--- src/rtl/traffic_pkg.sv ---
// Shared definitions for the intersection controller: phase encoding,
// lamp patterns and the phase-to-lamp decode helpers.
package traffic_pkg;

  typedef enum logic [2:0] {
    NS_GREEN  = 3'd0,
    NS_YELLOW = 3'd1,
    ALLRED_A  = 3'd2,
    EW_GREEN  = 3'd3,
    EW_YELLOW = 3'd4,
    ALLRED_B  = 3'd5,
    FLASH     = 3'd6
  } state_e;

  // One-hot lamp patterns {red, yellow, green}
  localparam logic [2:0] RED = 3'b100;
  localparam logic [2:0] YEL = 3'b010;
  localparam logic [2:0] GRN = 3'b001;
  localparam logic [2:0] OFF = 3'b000;

  // Successor in the normal cycle; FLASH never reaches here
  function automatic state_e next_phase(input state_e s);
    state_e n;
    case (s)
      NS_GREEN:  n = NS_YELLOW;
      NS_YELLOW: n = ALLRED_A;
      ALLRED_A:  n = EW_GREEN;
      EW_GREEN:  n = EW_YELLOW;
      EW_YELLOW: n = ALLRED_B;
      default:   n = NS_GREEN;
    endcase
    return n;
  endfunction

  function automatic logic [2:0] ns_lamp(input state_e s, input logic blink);
    logic [2:0] l;
    case (s)
      NS_GREEN:  l = GRN;
      NS_YELLOW: l = YEL;
      FLASH:     l = blink ? YEL : OFF;
      default:   l = RED;
    endcase
    return l;
  endfunction

  function automatic logic [2:0] ew_lamp(input state_e s, input logic blink);
    logic [2:0] l;
    case (s)
      EW_GREEN:  l = GRN;
      EW_YELLOW: l = YEL;
      FLASH:     l = blink ? YEL : OFF;
      default:   l = RED;
    endcase
    return l;
  endfunction

endpackage

--- src/rtl/phase_timer.sv ---
// Down-counter holding the ticks remaining in the current phase.
// Load wins over decrement; the count never decrements below zero.
module phase_timer #(
  parameter int               CNT_W   = 4,
  parameter logic [CNT_W-1:0] RST_VAL = '0
) (
  input  logic             i_clk,
  input  logic             i_rst_n,
  input  logic             i_en,
  input  logic             i_load,
  input  logic [CNT_W-1:0] i_load_val,
  output logic [CNT_W-1:0] o_cnt,
  output logic             o_last
);

  logic [CNT_W-1:0] r_cnt;

  // Count register: reset to the first phase duration, load or decrement
  always_ff @(posedge i_clk or negedge i_rst_n) begin
    if (!i_rst_n) begin
      r_cnt <= RST_VAL;
    end else if (i_load) begin
      r_cnt <= i_load_val;
    end else if (i_en && (r_cnt != '0)) begin
      r_cnt <= r_cnt - CNT_W'(1);
    end
  end

  assign o_cnt  = r_cnt;
  assign o_last = (r_cnt == CNT_W'(1));

endmodule

--- src/rtl/traffic_light_ctrl.sv ---
// Two-road intersection controller: NS/EW green, yellow and all-red
// clearance phases, pedestrian shortening of green, flashing-yellow mode.
module traffic_light_ctrl
  import traffic_pkg::*;
#(
  parameter int CNT_W      = 4,
  parameter int T_GREEN_NS = 9,
  parameter int T_GREEN_EW = 9,
  parameter int T_YELLOW   = 3,
  parameter int T_ALLRED   = 1,
  parameter int PED_MIN    = 3
) (
  input  logic             clk_light_cnt,
  input  logic             rst_n,
  input  logic             en,
  input  logic             ped_req,
  input  logic             flash_req,
  output logic [2:0]       ns_light,
  output logic [2:0]       ew_light,
  output logic [CNT_W-1:0] phase_cnt,
  output logic             ped_pending,
  output logic [2:0]       state
);

  localparam logic [CNT_W-1:0] D_GNS = CNT_W'(T_GREEN_NS);
  localparam logic [CNT_W-1:0] D_GEW = CNT_W'(T_GREEN_EW);
  localparam logic [CNT_W-1:0] D_YEL = CNT_W'(T_YELLOW);
  localparam logic [CNT_W-1:0] D_AR  = CNT_W'(T_ALLRED);
  localparam logic [CNT_W-1:0] D_PED = CNT_W'(PED_MIN);

  function automatic logic [CNT_W-1:0] phase_dur(input state_e s);
    logic [CNT_W-1:0] d;
    case (s)
      NS_GREEN:             d = D_GNS;
      EW_GREEN:             d = D_GEW;
      NS_YELLOW, EW_YELLOW: d = D_YEL;
      ALLRED_A, ALLRED_B:   d = D_AR;
      default:              d = '0;
    endcase
    return d;
  endfunction

  state_e           r_state;
  logic             r_blink;
  logic             r_ped;
  logic [2:0]       r_ns_light;
  logic [2:0]       r_ew_light;

  state_e           w_next_state;
  logic             w_next_blink;
  logic             w_load;
  logic [CNT_W-1:0] w_load_val;
  logic             w_dec;
  logic             w_ped_clr;
  logic             w_ped_set;
  logic [CNT_W-1:0] w_cnt;
  logic             w_last;

  phase_timer #(
    .CNT_W   (CNT_W),
    .RST_VAL (D_GNS)
  ) u_timer (
    .i_clk      (clk_light_cnt),
    .i_rst_n    (rst_n),
    .i_en       (w_dec),
    .i_load     (w_load),
    .i_load_val (w_load_val),
    .o_cnt      (w_cnt),
    .o_last     (w_last)
  );

  // Next-phase decision; one action per enabled tick: flash > phase end > ped
  always_comb begin
    w_next_state = r_state;
    w_next_blink = r_blink;
    w_load       = 1'b0;
    w_load_val   = '0;
    w_dec        = 1'b0;
    w_ped_clr    = 1'b0;
    if (en) begin
      if ((r_state != FLASH) && flash_req) begin
        w_next_state = FLASH;
        w_load       = 1'b1;
        w_load_val   = '0;
        w_next_blink = 1'b1;
        w_ped_clr    = 1'b1;
      end else if (r_state == FLASH) begin
        if (flash_req) begin
          w_next_blink = ~r_blink;
        end else begin
          w_next_state = ALLRED_B;
          w_load       = 1'b1;
          w_load_val   = D_AR;
          w_next_blink = 1'b0;
        end
      end else if (w_last) begin
        w_next_state = next_phase(r_state);
        w_load       = 1'b1;
        w_load_val   = phase_dur(w_next_state);
        w_ped_clr    = (w_next_state == NS_YELLOW) || (w_next_state == EW_YELLOW);
      end else if (((r_state == NS_GREEN) || (r_state == EW_GREEN)) &&
                   r_ped && (w_cnt > D_PED)) begin
        w_load     = 1'b1;
        w_load_val = D_PED;
        w_ped_clr  = 1'b1;
      end else begin
        w_dec = 1'b1;
      end
    end
    // Requests latch on every edge, enabled or not, except while flashing
    w_ped_set = ped_req && (r_state != FLASH);
  end

  // FSM state, blink, pedestrian latch and registered lamp outputs
  always_ff @(posedge clk_light_cnt or negedge rst_n) begin
    if (!rst_n) begin
      r_state    <= NS_GREEN;
      r_blink    <= 1'b0;
      r_ped      <= 1'b0;
      r_ns_light <= GRN;
      r_ew_light <= RED;
    end else begin
      r_state    <= w_next_state;
      r_blink    <= w_next_blink;
      r_ped      <= w_ped_set | (r_ped & ~w_ped_clr);
      r_ns_light <= ns_lamp(w_next_state, w_next_blink);
      r_ew_light <= ew_lamp(w_next_state, w_next_blink);
    end
  end

  assign ns_light    = r_ns_light;
  assign ew_light    = r_ew_light;
  assign phase_cnt   = w_cnt;
  assign ped_pending = r_ped;
  assign state       = r_state;

endmodule

--- config.mk ---
export PLATFORM = sky130hd
export DESIGN_NAME = traffic_light_ctrl
export DESIGN_NICKNAME = d
export VERILOG_FILES = /design/src/rtl/traffic_pkg.sv /design/src/rtl/phase_timer.sv /design/src/rtl/traffic_light_ctrl.sv
export SDC_FILE = /design/constraint.sdc
export NUM_CORES = 1
export LEC_CHECK = 0
export ABC_AREA = 0
export BUFFER_PORTS_ARGS = -buffer_cell sky130_fd_sc_hd__buf_4
export CAP_MARGIN = 20
export CORE_UTILIZATION = 30
export CTS_CLUSTER_SIZE = 40
export DETAILED_ROUTE_END_ITERATION = 6
export GPL_TIMING_DRIVEN = 0
export PLACE_DENSITY = 0.49
export SYNTH_ARGS = -nofsm -noshare
export SYNTH_HDL_FRONTEND = slang
export SYNTH_HIERARCHICAL = 1
export SYNTH_SLANG_ARGS = --single-unit
--- constraint.sdc ---
create_clock -name clk_light_cnt -period 2.4 [get_ports clk_light_cnt]
set_input_delay 0.48 -clock clk_light_cnt [delete_from_list [all_inputs] [get_ports clk_light_cnt]]
set_output_delay 0.48 -clock clk_light_cnt [all_outputs]
set_load 0.005 [all_outputs]
==> flow_summary.ini <==
[logic_synthesis]
synth_cells = 100
netlist-cell-type-count = 41
synth_nets = 107
yosysTopAreaCellShare_pct = 29.3
ys_seq_area_share_pct = 40.5
async_flop_share_pct = 100
ys_top_cells_by_count = 12 x nand2_1, 11 x dfrtp_1, 8 x a21oi_1
syn_area_um2 = 938
yosysMostFrequentCell = nand2_1
synth_area_per_cell_um2 = 9.38
synthFlopType = dfrtp_1
ys_warn_count = 6
yosys.area.top_type = dfrtp_1
synth_area_leaders = dfrtp_1 29%, dfstp_2 11%, nand2_1 4.8%, a21oi_1 4.3%, o21ai_0 3.2%
synth-edff-count = 0
synth_seq_cells = 15

[timing]
tns_ps = 0
finalCritPeriodShare_pct = 92.5
skew_ps = 14.3
setup_ws_ps = 180
finalHoldViolations = 0
min_period_ps = 2220
fmax_mhz = 450
rsz0062_at_grt = no
finalSetupViolCount = 0
hold_ws_ps = 18.6
slew_violations = 0

[finish]
antennaDiodeCount = 0
fin_area_mm2 = 0.00114
layout.nets = 129
drive_above_1_share_pct = 32.2
area_growth_pct = 21.9

[floorplan]
core_mm2 = 0.00285
start_util_pct = 32.9
dieArea_mm2 = 0.00336
io_pins = 19
num_rows = 19
die_h_um = 57.9
die_w_um = 57.9

[setup_path]
endpoint = u_timer/o_cnt[3]
cp_data_required_time_ps = 2620
path_class = flop to flop
crit_arrival_ps = 2440
crit_start = u_timer/o_cnt[1]
r2r-start = u_timer/o_cnt[1]
r2r_end = u_timer/o_cnt[3]
start_kind = flop
crit_path_max_fanout = 9
crit_path_end_kind = flop
ff2ff_path_depth = 9
regToRegSetupSlack_ps = 180

[place]
hpwl_mm = 1.48
post-place-ws_ps = -196
dpl-instance-area_mm2 = 0.00110
gp_congestion = 0.753
numPortBuffers = 17

[clock_tree]
clock-sinks = 15
cts_max_level = 1
numCtsBuffers = 3
cts_setup_buffers = 0
cts_root_buffer = clkbuf_4
clockBufferDepth = 2
insertion_delay_ps = 300
clk_pin_slew_ps = 110
tritoncts = built

[grt]
grt_pass1_wl_mm = 3.54
grt_usage_pct = 13.8
grt_max_degree = 16
overflow = 0
grt_pass1_vias = 686
antenna_found_initial = 0

[power]
p_per_area_mw_per_mm2 = 1240
p_leak_nw = 0.510
max-vdd-ir-drop_uv = 441

[min_path]
hold_path.class = input port to asynchronous set/reset pin

[detailed_routing]
drtPass1Iterations = 6
route.detailed.drc = 1
drt-total-wl_mm = 2.08
drt_iter0_drc = 9
drtAntennaViolNets = 0
vias = 801
wl_per_cell_um = 13.7
vias_per_cell = 5.27

[run_status]
violations = design-rule violations
outcome = finished, violations left

[run]
maxCapViolations = 0
-- per-layer routing --
layer / vias to the layer above / part of all wire (%) / wire (µm) / GRT usage [%]
li1: 402 / - / - / -
met1: 377 / 54 / 1120 / 21.7
met2: 20 / 41 / 850 / 18.4
met3: 2 / 4.3 / 89 / 4.69
met4: 0 / 0.91 / 19 / 2.04
met5: - / 0 / 0 / 0
-- logic make-up after synthesis --
kind of cell | after synthesis | synth area share, %
flops | 15 | 40.5
other cells | 1 | 0.400
simple gates | 38 | 25.9
mux | 1 | 1.07
buf+inv | 10 | 5.73
fa+ha+maj | 2 | 2.67
xor+xnor | 1 | 0.934
compound gates | 32 | 22.8
-- worst max-delay path, stage by stage, from the launching register on --
cell and delay, ps:
dfrtp_1 410, inv_1 80, ha_1 170, nor3b_4 180, inv_2 90, o311ai_1 150, nor2_1 390, nor4b_2 320
nor3b_1 80, a221o_1 260
-- what timing repair did --
item	4_1_cts	5_1_grt
setup endpoints to repair	8	3
hold buffers	0	0
gates resized for setup	1	1
-- area by class of cell --
cell class                      count  area, µm²
Buffer                              6       38.8
Clock buffer                        3       22.5
Clock inverter                      1       5.00
Fill cell                         289       1710
Inverter                            4       15.0
Multi-Input combinational cell     75        515
Sequential cell                    15        380
Tap cell                           31       38.8
Timing Repair Buffer               17        128
-- flip-flops by register name, summed over array words and instances, names as in the netlist --
| name | cells |
|---|---|
| u_timer/o_cnt | 4 |
| ew_light | 3 |
| ns_light | 3 |
| state | 3 |
| ped_pending | 1 |
| r_blink | 1 |
-- layout by cell type, fill, tap and decap left out, drive strengths merged --
cell type  count
a21oi          8
or3            1
and4b          2
o311ai         2
nand2         12
nor2b          3
nor3           3
nor4b          1
nor3b          4
ha             2
nor4bb         1
clkinv         1
inv            4
dfstp          4
or3b           1
a21boi         1
a31o           2
and2           2
a211oi         1
nand3b         2
o211a          1
mux2i          1
conb           1
nor2           2
o22ai          1
clkbuf         3
buf           23
a221o          1
dfrtp         11
a22o           1
xor2           1
nand3          2
nand2b         1
o21ai          9
a21o           3
and2b          1
o21a           2
-- worst min-delay path by stage --
stage | slack (ps) | to
floorplan | 180 | ew_light[0]
global placement | 350 | ew_light[1]
detailed placement | 350 | ew_light[1]
CTS | 20 | state[1]
global route | 7 | state[1]
finish | 20 | state[1]
-- where the power goes --
part / internal (mW) / leakage (nW) / switching (mW) / total [mW]
logic: 0.391 / 0.321 / 0.398 / 0.788
registers: 0.374 / 0.171 / 0.0987 / 0.473
clock network: 0.0620 / 0.0177 / 0.0950 / 0.157
-- through the flow --
step / power [mW] / instances / utilization, %
2_1_floorplan: 0.971 / 100 / -
3_3_place_gp: 1.24 / 148 / 38.7
3_5_place_dp: 1.25 / 148 / 38.7
4_1_cts: 1.41 / 152 / 39.9
5_1_grt: 1.55 / 152 / 40.1
6_report: 1.42 / 152 / 40.1
Power figures use the tool's default switching activity.
